--- src/rtl/math_pkg.sv ---
`default_nettype none
// ============================================================================
// Module   : math_pkg
// Brief    : Shared widths and shift-clamp helper for the math datapath blocks.
// Revision : 1.0 - initial release
// ============================================================================
package math_pkg;

  localparam int SUM_WIDTH   = 97;
  localparam int SHIFT_WIDTH = 7;
  localparam int SHIFT_MAX   = 96;

  function automatic logic [SHIFT_WIDTH-1:0] clamp_shift(input logic [SHIFT_WIDTH-1:0] shift);
    return (shift > SHIFT_WIDTH'(SHIFT_MAX)) ? SHIFT_WIDTH'(SHIFT_MAX) : shift;
  endfunction

endpackage
`default_nettype wire

--- src/rtl/math_sat_cnt.sv ---
`default_nettype none
// ============================================================================
// Module   : math_sat_cnt
// Brief    : Sticky saturation flag plus saturating event counter; a clear in
//            the same cycle as an event is applied before the event is counted.
// Revision : 1.0 - initial release
// ============================================================================
module math_sat_cnt
  import math_pkg::*;
#(
  parameter int CNT_WIDTH = 16
) (
  input  logic                 clk,
  input  logic                 rst_n,
  input  logic                 i_event,
  input  logic                 i_clr,
  output logic                 o_sticky,
  output logic [CNT_WIDTH-1:0] o_count
);

  logic                 r_sticky;
  logic [CNT_WIDTH-1:0] r_count;

  always_ff @(posedge clk) begin
    if (!rst_n) begin
      r_sticky <= 1'b0;
      r_count  <= '0;
    end else if (i_event) begin
      r_sticky <= 1'b1;
      if (i_clr) begin
        r_count <= CNT_WIDTH'(1);
      end else if (r_count != '1) begin
        r_count <= r_count + CNT_WIDTH'(1);
      end
    end else if (i_clr) begin
      r_sticky <= 1'b0;
      r_count  <= '0;
    end
  end

  assign o_sticky = r_sticky;
  assign o_count  = r_count;

endmodule
`default_nettype wire

--- src/rtl/math_round_sat_97.sv ---
`default_nettype none
// ============================================================================
// Module   : math_round_sat_97
// Brief    : Two-stage shift / round / saturate stage for the 97-bit adder sum.
//            MATH_ROUND_SAT_CONVERGENT_EN selects round-half-even (default:
//            round-half-up).
// Revision : 1.0 - initial release
// ============================================================================
module math_round_sat_97
  import math_pkg::*;
#(
  parameter int OUT_WIDTH = 48,
  parameter int CNT_WIDTH = 16
) (
  input  logic                   clk,
  input  logic                   rst_n,
  input  logic                   i_ena,
  input  logic                   i_din_valid,
  input  logic [SUM_WIDTH-1:0]   i_din,
  input  logic [SHIFT_WIDTH-1:0] i_shift,
  output logic [OUT_WIDTH-1:0]   o_dout,
  output logic                   o_dout_valid,
  output logic                   o_sat,
  output logic                   o_sat_sticky,
  input  logic                   i_sat_clr,
  output logic [CNT_WIDTH-1:0]   o_sat_count
);

  // ---------------- stage 1: shift, guard, sticky ----------------
  logic [SHIFT_WIDTH-1:0] w_s;
  logic [SUM_WIDTH-1:0]   w_q;
  logic                   w_g;

  logic [SUM_WIDTH-1:0]   r_q;
  logic                   r_g;
  logic                   r_v1;

  assign w_s = clamp_shift(i_shift);
  assign w_q = i_din >> w_s;
  assign w_g = (w_s != '0) ? i_din[w_s - 7'd1] : 1'b0;

`ifdef MATH_ROUND_SAT_CONVERGENT_EN
  logic [SUM_WIDTH-1:0] w_tmask;
  logic                 w_t;
  logic                 r_t;

  // Bits strictly below the guard bit decide whether a tie is exact.
  assign w_tmask = (w_s > 7'd1) ? ((SUM_WIDTH'(1) << (w_s - 7'd1)) - SUM_WIDTH'(1)) : '0;
  assign w_t     = |(i_din & w_tmask);

  always_ff @(posedge clk) begin
    if (!rst_n) begin
      r_t <= 1'b0;
    end else if (i_ena) begin
      r_t <= w_t;
    end
  end
`endif

  always_ff @(posedge clk) begin
    if (!rst_n) begin
      r_q  <= '0;
      r_g  <= 1'b0;
      r_v1 <= 1'b0;
    end else if (i_ena) begin
      r_q  <= w_q;
      r_g  <= w_g;
      r_v1 <= i_din_valid;
    end
  end

  // ---------------- stage 2: round and saturate ----------------
  logic                 w_r;
  logic [SUM_WIDTH:0]   w_y;
  logic                 w_ovf;
  logic [OUT_WIDTH-1:0] w_dout;
  logic                 w_sat;

`ifdef MATH_ROUND_SAT_CONVERGENT_EN
  assign w_r = r_g & (r_t | r_q[0]);
`else
  assign w_r = r_g;
`endif

  assign w_y    = {1'b0, r_q} + {{SUM_WIDTH{1'b0}}, w_r};
  assign w_ovf  = |w_y[SUM_WIDTH:OUT_WIDTH];
  assign w_dout = w_ovf ? '1 : w_y[OUT_WIDTH-1:0];
  assign w_sat  = w_ovf & r_v1;

  logic [OUT_WIDTH-1:0] r_dout;
  logic                 r_dout_valid;
  logic                 r_sat;

  always_ff @(posedge clk) begin
    if (!rst_n) begin
      r_dout       <= '0;
      r_dout_valid <= 1'b0;
      r_sat        <= 1'b0;
    end else if (i_ena) begin
      r_dout       <= w_dout;
      r_dout_valid <= r_v1;
      r_sat        <= w_sat;
    end
  end

  assign o_dout       = r_dout;
  assign o_dout_valid = r_dout_valid;
  assign o_sat        = r_sat;

  // An event is counted only on the edge that registers the clipped sample.
  math_sat_cnt #(
    .CNT_WIDTH(CNT_WIDTH)
  ) u_sat_cnt (
    .clk      (clk),
    .rst_n    (rst_n),
    .i_event  (i_ena & w_sat),
    .i_clr    (i_sat_clr),
    .o_sticky (o_sat_sticky),
    .o_count  (o_sat_count)
  );

endmodule
`default_nettype wire

--- config.mk ---
export PLATFORM = sky130hd
export DESIGN_NAME = math_round_sat_97
export DESIGN_NICKNAME = d
export VERILOG_FILES = /design/src/rtl/math_pkg.sv /design/src/rtl/math_sat_cnt.sv /design/src/rtl/math_round_sat_97.sv
export SDC_FILE = /design/constraint.sdc
export NUM_CORES = 1
export LEC_CHECK = 0
export BUFFER_PORTS_ARGS = -buffer_cell sky130_fd_sc_hd__buf_4
export CAP_MARGIN = 20
export CORE_MARGIN = 2
export CORE_UTILIZATION = 42
export CTS_CLUSTER_SIZE = 14
export DETAILED_ROUTE_END_ITERATION = 6
export PLACE_DENSITY = 0.6
export RECOVER_POWER = 25
export SYNTH_ARGS = -nofsm -noshare
export SYNTH_HDL_FRONTEND = slang
export SYNTH_HIERARCHICAL = 1
export SYNTH_SLANG_ARGS = --single-unit
--- constraint.sdc ---
create_clock -name clk -period 5.3 [get_ports clk]
set_clock_uncertainty 0.1 [all_clocks]
set_input_delay 0.53 -clock clk [delete_from_list [all_inputs] [get_ports clk]]
set_output_delay 0.53 -clock clk [all_outputs]
set_load 0.01 [all_outputs]
* After elaboration in Yosys (flattened, before gate mapping)
Index checks and enable logic that the tools add are counted.
Operators by class: $lt $le $gt $ge 2, multiplexer cells 11, eq/ne operators 1, bitwise logic cells 2, add/subtract/negate cells 3, reductions and logical operators 5, shift-type cells 1
Operators with widths (number):
- 97-bit by 1-bit adder with 98-bit output | 1
- 97-bit by 7-bit >> shifter with 97-bit output | 1
- 16-bit 2-to-1 mux | 4
- 50-bit OR reduction | 1
- 48-bit 2-to-1 mux | 1
- 16-bit by 1-bit adder with 16-bit output, second input constant | 1
- 16-bit != test, second input constant | 1
- 7-bit by 8-bit less-than comparator with 1-bit output, second input constant | 1
- 1-bit binary-select mux with 7-bit select | 1
- 7-bit greater-than comparator, second input constant | 1
- 7-bit 2-to-1 mux | 1
- 7-bit nonzero test | 1
- 7-bit by 1-bit subtractor with 7-bit output, second input constant | 1
- 1-bit 2-to-1 mux | 4
- 2-bit nonzero test | 2
- 1-bit AND | 2
- 2-bit AND reduction | 1
Word-level totals: input bits 109, word-level logic and storage cells 33, output and inout port bits 67, register bits after elaboration 166

* Logic depth before layout (Yosys ltp)
Gate-level depths: netlist of run 1.
depth in word-level cells 6, depth in mapped cells 18, gate-level depth less buffers 15

* Hierarchy
The synthesis of run 1 kept the hierarchy.
By module, submodules not included:
- math_round_sat_97 | seq. area each 2982.9 um^2, area an instance 14739.1 um^2, cells an instance 1665, times used 1
- math_sat_cnt | seq. area each 340.3 um^2, area an instance 984.7 um^2, cells an instance 110, times used 1

* Worst setup path after synthesis of run 1
OpenSTA, ideal clock, no wires.
path kind register to register, start point reg r_q[67], end point reg u_sat_cnt.r_count[11], in the netlist u_sat_cnt/o_count[11], cell stages (with the launch flop) 17, arrival time 4550 ps, path buffers 3, setup slack 531 ps, setup time 119 ps, required time 5081 ps, period minus slack after synthesis 4769 ps, path through dfxtp_1 > nand3_1 > or3_1 > or4b_2 > xnor2_1 > o31a_1 > or4_1 > or4_4 > nor3_4 > buf_6 > buf_6 > nor2_1 > buf_6 > o211a_1 > and3_1 > and3_1 > o221a_2
On the way: longest elaborated chain between the ends 6, elaborated cells on any way between the ends 7, classes of those cells 1 x add/sub; 1 x mux; 2 x bitwise; 3 x reduce/logical
Ends and longest elaborated chain:
- start: declaration | RTL line math_round_sat_97.sv:34 | logic [SUM_WIDTH-1:0] r_q;
- start signal: assignment | RTL line math_round_sat_97.sv:66 | r_q <= w_q;
- 97-bit by 1-bit adder with 98-bit output (*) | RTL line math_round_sat_97.sv:85 | assign w_y = {1'b0, r_q} + {{SUM_WIDTH{1'b0}}, w_r};
- 50-bit OR reduction (*) | RTL line math_round_sat_97.sv:86 | assign w_ovf = |w_y[SUM_WIDTH:OUT_WIDTH];
- 1-bit AND (*) | RTL line math_round_sat_97.sv:88 | assign w_sat = w_ovf & r_v1;
- 1-bit AND (*) | RTL line math_round_sat_97.sv:116 | .i_event (i_ena & w_sat),
- 2-bit nonzero test (no source line)
- 2-bit AND reduction (no source line)
- end signal: assignment | RTL line math_sat_cnt.sv:33 | r_count <= r_count + CNT_WIDTH'(1);
- end: declaration | RTL line math_sat_cnt.sv:22 | logic [CNT_WIDTH-1:0] r_count;
Mark *: on every way between the ends. The rest lies on a longest branch, timed or not. A chain may end at the register's enable or synchronous reset.

* Final worst setup path of run 1
start point reg r_g, end point reg u_sat_cnt.r_count[11], in the netlist u_sat_cnt/o_count[11]
On the way: longest elaborated chain between the ends 6, elaborated cells on any way between the ends 7, classes of those cells 1 x add/sub; 1 x mux; 2 x bitwise; 3 x reduce/logical
Ends and longest elaborated chain:
- start: declaration | RTL line math_round_sat_97.sv:35 | logic r_g;
- start signal: assignment | RTL line math_round_sat_97.sv:67 | r_g <= w_g;
- 97-bit by 1-bit adder with 98-bit output (*) | RTL line math_round_sat_97.sv:85
- 50-bit OR reduction (*) | RTL line math_round_sat_97.sv:86
- 1-bit AND (*) | RTL line math_round_sat_97.sv:88
- 1-bit AND (*) | RTL line math_round_sat_97.sv:116
- 2-bit nonzero test (no source line)
- 2-bit AND reduction (no source line)
Marked as above.

==> results of run 1 <==
## flip-flops by register name (all words and copies together), names as in the netlist
signal	count
u_sat_cnt/o_sticky	1
o_dout_valid	1
o_dout	48
o_sat	1
u_sat_cnt/o_count	16
r_q	97
r_g	1
r_v1	1
## through the flow
stage	hold slack (ns)	cell area (sq um)	util
after floorplan	0.340	15700	-
after global placement	0.353	17600	0.479
after detailed placement	0.374	17600	0.479
after CTS	0.242	18200	0.495
after global routing	0.267	18000	0.490
final	0.251	18000	0.490
## final cells by class
type                            instances  area (sq um)  area share
Inverter                               32           120     0.00669
Tap cell                              468           586      0.0326
Timing Repair Buffer                  239          1610      0.0898
Multi-Input combinational cell       1426         11700       0.652
Clock inverter                         15           176     0.00982
Sequential cell                       166          3320       0.185
Clock buffer                           17           425      0.0237
## how the worst min path moves through the flow
stage,start,endpoint,slack [ns]
final,i_din_valid,r_v1,0.25
after global routing,i_din_valid,r_v1,0.27
after global placement,r_g,r_g,0.35
after floorplan,r_g,r_g,0.34
after detailed placement,u_sat_cnt/o_sticky,u_sat_cnt/o_sticky,0.37
after CTS,i_din_valid,r_v1,0.24
## worst max-delay path, stage by stage (launching register included)
cell and delay (ns):
dfxtp_1 0.36, ha_1 0.19, ha_1 0.26, nand4_1 0.17
nor4_4 0.40, nand2_1 0.28, o41ai_1 0.67, o2111ai_1 0.20
a221o_1 0.30, or4_1 0.55, nor3_4 0.28, nor2_1 0.22
o211a_1 0.30, and3_1 0.22, and3_1 0.18, o221a_2 0.25
## power breakdown
part | total (uW) | internal, uW | switching, uW
Sequential | 1420 | 1330 | 89.8
Clock | 1300 | 679 | 625
Combinational | 1570 | 622 | 951
Total | 4300 | 2640 | 1670
## cells by family after synthesis
kind of cell    after synthesis  share of synthesized area
fa+ha+maj                     5                    0.00398
xor+xnor                     76                     0.0423
mux                         339                      0.313
flops                       166                      0.211
simple gates                595                      0.205
compound gates              411                      0.178
buf+inv                     183                     0.0463
## cells in the mapped netlist (10+ instances only)
library cell and count:
a211oi_1 14, a21oi_1 67, a22o_1 29, a31oi_1 57, and2_1 28, and3_1 27, and4_1 10, buf_1 34
buf_2 14, clkbuf_1 99, dfxtp_1 166, inv_1 30, mux2_2 14, mux2i_1 204, mux4_2 121, nand2_1 127
nand2b_1 15, nand3_1 66, nand4_1 56, nor2_1 99, nor2b_1 27, nor3_1 42, nor4_1 36, o21ai_0 87
o221a_2 23, o221ai_1 15, o22ai_1 45, or3_1 12, xnor2_1 45, xor2_1 31
## routing by layer
layer | vias to the layer above | global-route usage | routed length, microns
met5 | - | 0 | 0
met4 | 0 | 0.107 | 2100
met3 | 126 | 0.0954 | 6620
li1 | 7175 | - | -
met2 | 938 | 0.478 | 27000
met1 | 7835 | 0.441 | 27200
==> reports/metrics.yaml, run 1 <==
r2r_start: "r_g"
final_common_cell: "mux2i_1"
relSlewSlack: -1.25
final_cell_mix: "mux2i_1, buf_4, dfxtp_1"
antenna_found_initial: 0
initial_core_util: 0.428
remaining_drc_errors: 3
stdcell_count: 2363
p_leak_uw: 0.00679
drt-total-wl_mm: 63.0
ys_seq_elements: 166
synth_area_leaders: "dfxtp_1, mux4_2, mux2i_1, nand2_1, o21ai_0"
grt_pass1_vias: 14800
r2r_setup_slack_ns: 0.27
core_area_sq_um: 36700
violations: "design-rule violations, max-capacitance violations, max-slew violations"
rsz0062_at_grt: "no"
die_w_microns: 197
synth_area_leader_cell: "dfxtp_1"
fin_nets: 1996
cts-hold-fix-buffers: 0
dr.first_iter.drc_count: 1971
grt-ovfl-total: 0
cp_data_required_time_ns: 5.54
io_pins: 176
ys.warnings.count: 6
holdCritPathClass: "primary input to register"
fmax_ghz: 0.199
rows: 70
r2r-end: "u_sat_cnt/o_count[11]"
hold_viol_final: 0
antenna_left: 0
fillers: 3577
diodes: 0
drive_gt1_frac: 0.217
drv_slew: 93
cts-resized-gates: 0
seq_area_frac_synth: 0.211
cts_tree: "done"
avgSynthCellArea_sq_um: 8.86
clockBufferDepth: 2
grt_max_degree: 99
fin_tns_setup_ns: 0
clkTransAtPathRegs_ns: 0.08
insertion_delay_ns: 0.45
holdPathStages: 3
grt_pass1_wl_mm: 94.5
area_growth_pct: 14.3
die_area_sq_um: 39000
cts_buffers: 17
place_congestion: 0.968
cts_sinks: 166
io_buffer_count: 175
ctsRootBufferMaster: "clkbuf_16"
setup_ws_ns: 0.271
pre_cts_slack_ns: 0.438
reg2reg_depth: 15
synth-main-ff-cell: "dfxtp_1"
cp-end-kind: "register"
synthDistinctLibCells: 89
path_max_fanout: 7
num_vias: 16100
synth_edf_count: 0
vdd_ir_drop_max_mv: 0.199
crit_type: "register to register"
wire_per_inst_microns: 26.6
syn_nets: 1889
cts_max_level: 4
setup_viol: 0
dpl.hpwl_mm: 50.0
power.total_uw: 4300
placed_cells: 2331
worst_pin_slew_ns: 3.37
die_y_microns: 197
max-cap-violations: 1
postSynth.asyncResetShare: 0
postCtsSetupRepairBufs: 0
cp-start-kind: "register"
timing.final.crit_period_ns: 5.03
synth_area_sq_um: 15700
dr.pass1.iters: 7
vias_per_cell: 6.80
synth_top_area_frac: 0.211
worstPathArrival_ns: 5.27
synth_cells: 1775
setup.worst_path.start: "r_g"
p_per_area_nw_per_um2: 239
status: "complete, but fails checks"
cp-endpoint: "u_sat_cnt/o_count[11]"
min_period_over_period: 0.949
track_usage: 0.320
No activity file was read; power rests on OpenSTA's default activity.
==> run 2, diff against run 1 <==
Settings changed: CTS_BUF_LIST set to sky130_fd_sc_hd__clkbuf_8, REMOVE_ABC_BUFFERS set to 1.
==> run 2 against run 1 <==
Compared with the run above: the flow now finishes without violations; combinational power is 3% lower; final cell count is 0.97% lower; via count decreased by 2.2%; worst setup slack better by 0.12 ns; power is 6.5% lower; worst hold slack worse by 0.065 ns; die area did not move.
==> reports/metrics.yaml, run 2 (synthesis results as in run 1) <==
grt_pass1_vias: 14600
stdcell_count: 2340
core_area_sq_um: 36700
cts_sinks: 166
wl_met3_mm: 4.45
place_area_sq_um: 17400
drv_slew: 0
io_buffer_count: 175
antenna_found_initial: 1
dr.first_iter.drc_count: 1702
insertion_delay_ns: 0.51
fin_util: 0.482
met1Wirelength_mm: 25.9
relSlewSlack: 0.321
hold_viol_final: 0
cp-end-kind: "register"
grt_max_degree: 122
dpl.hpwl_mm: 47.3
top_register: "r_q"
setup_viol: 0
io_pins: 176
largest_reg_flops: 97
cts-hold-fix-buffers: 0
antenna_left: 0
initial_core_util: 0.428
fin_nets: 1973
place_congestion: 0.980
holdCritPathClass: "primary input to register"
rsz0062_at_grt: "no"
timing.final.crit_period_ns: 4.91
grt_pass1_wl_mm: 90.8
remaining_drc_errors: 0
ctsRootBufferMaster: "clkbuf_8"
crit_type: "register to register"
rows: 70
cts_buffers: 17
die_area_sq_um: 39000
fin_area_sq_um: 17700
top_layer: "met4"
drt-total-wl_mm: 60.3
p_leak_uw: 0.00662
diodes: 0
fillers: 3568
die_y_microns: 197
die_w_microns: 197
fmax_ghz: 0.204
status: "finished clean"
cts-resized-gates: 0
postCtsSetupRepairBufs: 0
worst_pin_slew_ns: 1.02
min_period_over_period: 0.926
cts_max_level: 4
final_common_cell: "mux2i_1"
grt-ovfl-total: 0
placed_cells: 2308
track_usage: 0.305
p_per_area_nw_per_um2: 227
max-cap-violations: 0
wl_met2_mm: 27.5
num_vias: 15700
wire_per_inst_microns: 25.8
final_cell_mix: "mux2i_1, dfxtp_1, buf_4"
clockBufferDepth: 2
vias_per_cell: 6.72
cp-start-kind: "register"
vdd_ir_drop_max_mv: 0.155
fin_tns_setup_ns: 0
area_growth_pct: 12.4
path_max_fanout: 5
drive_gt1_frac: 0.207
worstPathArrival_ns: 5.20
cts_tree: "done"
cp_data_required_time_ns: 5.60
dr.pass1.iters: 6
clkTransAtPathRegs_ns: 0.10
## run 2: changes by cell type in the layout (fill, tap and decap cells not counted), sizes merged
| cell | delta |
|---|---|
| buf | -23 |
| bufinv | +2 |
| inv | -2 |
## run 2: power by group
group          internal (uW)  switching [uW]  total [uW]
Combinational            616             906        1520
Clock                    495             580        1080
Sequential              1330            90.0        1420
Total                   2440            1580        4020
## run 2: worst max-delay path, cell delays in order (launching register included)
cell	delay [ns]
dfxtp_1	0.47
nand3_1	0.26
nor4_1	0.61
or4b_2	0.65
xnor2_1	0.17
o31a_1	0.27
or4_1	0.52
or4_4	0.54
nor3_4	0.22
nor2_1	0.09
o211a_1	0.25
and3_1	0.22
and3_1	0.19
o221a_2	0.26
## run 2: cell type report
type / instances / area [sq um] / area share
clock inverter: 15 / 226 / 0.0128
tap: 468 / 586 / 0.0331
timing repair buffer: 216 / 1470 / 0.0829
inverter: 32 / 120 / 0.00679
multi-input combinational: 1426 / 11700 / 0.663
clock buffer: 17 / 234 / 0.0132
sequential: 166 / 3320 / 0.188
## run 2: final timing paths
| kind | start | to | slack (ns) | cells past startpoint |
|---|---|---|---|---|
| max | r_q[81] | u_sat_cnt/o_count[11] | 0.39 | 13 |
| min | i_din_valid | r_v1 | 0.19 | 3 |
| max reg2reg | r_q[81] | u_sat_cnt/o_count[11] | 0.39 | 13 |
| min reg2reg | u_sat_cnt/o_sticky | u_sat_cnt/o_sticky | 0.38 | 2 |
## run 2: per-stage QoR
| stage | total power, uW | setup slack, ns | hold WS, ns |
|---|---|---|---|
| 3_5_place_dp | 2970 | 0.486 | 0.368 |
| 3_3_place_gp | 2970 | 0.557 | 0.351 |
| 6_report | 4020 | 0.393 | 0.186 |
| 5_1_grt | 4190 | 0.205 | 0.230 |
| 4_1_cts | 4050 | 0.444 | 0.171 |
| 2_1_floorplan | 2430 | -8.14 | 0.340 |
## run 2: per-layer routing
layer  global-route usage  vias to the layer above
li1                     -                     7123
met1                0.423                     7652
met2                0.482                      798
met3               0.0365                      141
met4                0.127                        0
met5                    0                        -
==> run 3, diff against run 2 <==
Settings changed: ABC_AREA set to 1, CORE_MARGIN 2 to unset.
==> run 3 against run 2 <==
Compared with the run above: the run now ends with max-capacitance violations, max-slew violations left; final area rose by 12%; clock power down 8%; global-route usage is 8.5 points higher; synthesized cell count grew 98%; routed wire length increased by 43%; non-clock buffer count shrank 8; largest cell class unchanged.
==> reports/metrics.yaml, run 3 <==
status: "complete, but fails checks"
violations: "max-capacitance violations, max-slew violations"
pwr-share-clk: 0.247
holdPathStages: 3
ys_top_cells_by_count: "nand2_1, nor2_1, nand3_1"
core_area_sq_um: 42100
drt-total-wl_mm: 86.4
clockBufferDepth: 2
num_vias: 23600
synth_area_leaders: "nand2_1, dfxtp_1, nand3_1, nor2_1, o21ai_0"
holdCritPathClass: "primary input to register"
postCtsSetupRepairBufs: 0
synth.area.mux_share: 0.00167
diodes: 0
top_register: "r_q"
seq_area_frac_synth: 0.184
p_sw_frac: 0.455
ys_seq_elements: 166
cts_tree: "done"
remaining_drc_errors: 0
cp-start-kind: "primary input"
synthDistinctLibCells: 42
io_buffer_count: 175
cts_sinks: 166
multi_input_area_sq_um: 12900
area_growth_pct: 9.67
die_w_microns: 209
cp_slowest_cell: "clkbuf_1"
reg2reg_depth: 25
grt_max_degree: 191
critical_path.cell_chain: "clkbuf_1 -> clkinv_2 -> buf_4 -> buf_4 -> a21oi_1 -> nand2_1 -> a21oi_1"
drv_slew: 117
relSlewSlack: -0.922
path_buf_inv: 4
synth_xor_area_frac: 0.0175
cp-end-kind: "register"
synth_top_family_by_area: "simple AND/OR/NAND/NOR gates"
antenna_left: 0
max-cap-violations: 2
clkTransAtPathRegs_ns: 0.14
min_period_over_period: 0.800
postSynth.asyncResetShare: 0
cts-resized-gates: 0
hold_viol_final: 0
largest_reg_flops: 97
avgSynthCellArea_sq_um: 5.14
insertion_delay_ns: 0.57
timing.final.crit_period_ns: 4.24
ctsRootBufferMaster: "clkbuf_8"
worstPathArrival_ns: 4.59
cp_top_family: "buffers and inverters"
yosysMostFrequentCell: "nand2_1"
die_area_sq_um: 43800
synth-compound-area-share: 0.144
stdcell_count: 4097
switching_power_uw: 1830
ys.warnings.count: 6
synth-main-ff-cell: "dfxtp_1"
dr.pass1.iters: 6
place_congestion: 1.05
synth_area_leader_cell: "nand2_1"
grt_pass1_wl_mm: 129
synth_edf_count: 0
dr.first_iter.drc_count: 2636
synthSimpleGateAreaFrac: 0.549
crit_path_max_incr_delay_ns: 2.00
fillers: 4847
cts_max_level: 4
fin_nets: 3660
grt-ovfl-total: 0
cts-hold-fix-buffers: 0
cp.depth: 7
vdd_ir_drop_max_mv: 0.166
crit_type: "primary input to register"
fmax_ghz: 0.236
seq_area_sq_um: 3320
synth_top_area_frac: 0.273
synth_cells: 3509
vias_per_cell: 5.75
track_usage: 0.390
cp_data_required_time_ns: 5.65
place_area_sq_um: 19600
path_max_fanout: 72
io_pins: 176
p_comb_frac: 0.396
final_common_cell: "nand2_1"
synth_area_sq_um: 18000
setup_viol: 0
internal_power_uw: 2200
antenna_found_initial: 2
initial_core_util: 0.428
fin_area_sq_um: 19800
p_per_area_nw_per_um2: 204
dpl.hpwl_mm: 69.6
p_leak_uw: 0.00883
final_cell_mix: "nand2_1, nor2_1, nand3_1"
fin_util: 0.469
wire_per_inst_microns: 21.1
grt_pass1_vias: 21500
die_y_microns: 209
drive_gt1_frac: 0.0790
cts_buffers: 17
placed_cells: 4066
rows: 75
p_seq_frac: 0.357
synthAdderAreaFrac: 0.00347
worst_pin_slew_ns: 2.88
rsz0062_at_grt: "no"
==> run 3: cell types whose count changed in the layout (fill, tap and decap cells not counted), sizes merged, moves of 121 or more <==
| cell | before | now |
|---|---|---|
| inv | 39 | 265 |
| nor2 | 99 | 480 |
| mux2i | 204 | 3 |
| mux4 | 121 | 0 |
| nand3 | 67 | 421 |
| nand2 | 127 | 1321 |
| o21ai | 88 | 280 |
==> run 3: final cells by class <==
type,count,share of cell area
multi-input combinational,2888,0.655
sequential,166,0.168
timing repair buffer,208,0.0713
inverter,265,0.0504
tap,539,0.0341
clock buffer,17,0.0118
clock inverter,14,0.00943
==> run 3: worst reg2reg max path: cells and delay by family (launching register included) <==
kind                     cells  cell delay (ns)
AO/OA/AOI/OAI                1             0.12
flip-flops                   1             0.36
buffers and inverters        4             0.43
adder cells (fa/ha/maj)      2             0.76
AND/OR/NAND/NOR             18             2.20
==> run 3: final timing paths <==
kind / start / end / slack, ns
max: i_ena / r_q[11] / 1.06
min: i_din_valid / r_v1 / 0.16
max reg2reg: r_q[0] / u_sat_cnt/o_count[6] / 1.30
min reg2reg: r_q[96] / r_q[96] / 0.37
==> run 3: stage by stage <==
step,setup TNS (ns),setup WS (ns),power [uW],hold WS [ns]
4_1_cts,0,1.44,4040,0.128
3_5_place_dp,0,1.08,3040,0.357
5_1_grt,0,0.807,4250,0.170
3_3_place_gp,0,1.12,3030,0.352
2_1_floorplan,-657.73,-7.43,2390,0.345
6_report,0,1.06,4030,0.161
==> run 3: logic make-up after synthesis <==
family	after synthesis
AOI/OAI and AO/OA	486
DFF	166
xor gates and xnor gates	36
and+or+nand+nor	2358
muxes	3
buffers and inverters	455
adders and majority gates	5
==> run 3: routing by layer <==
layer  wire length [microns]  vias up  share of wire  global-route usage
met5                      27        -        0.00031                   0
met4                    5020        4          0.058               0.216
met3                    7930      230          0.092              0.0736
met2                   36800     1226           0.43               0.594
met1                   36600    10800           0.42               0.517
li1                        -    11300              -                   -
==> run 3: power by group through the flow <==
stage / Combinational, uW / Clock, uW / Sequential (uW)
floorplan: 961 / 0 / 1430
global route: 1750 / 1060 / 1440
finish: 1600 / 995 / 1440
global placement: 1570 / 0 / 1460
detailed placement: 1580 / 0 / 1460
CTS: 1590 / 1020 / 1430
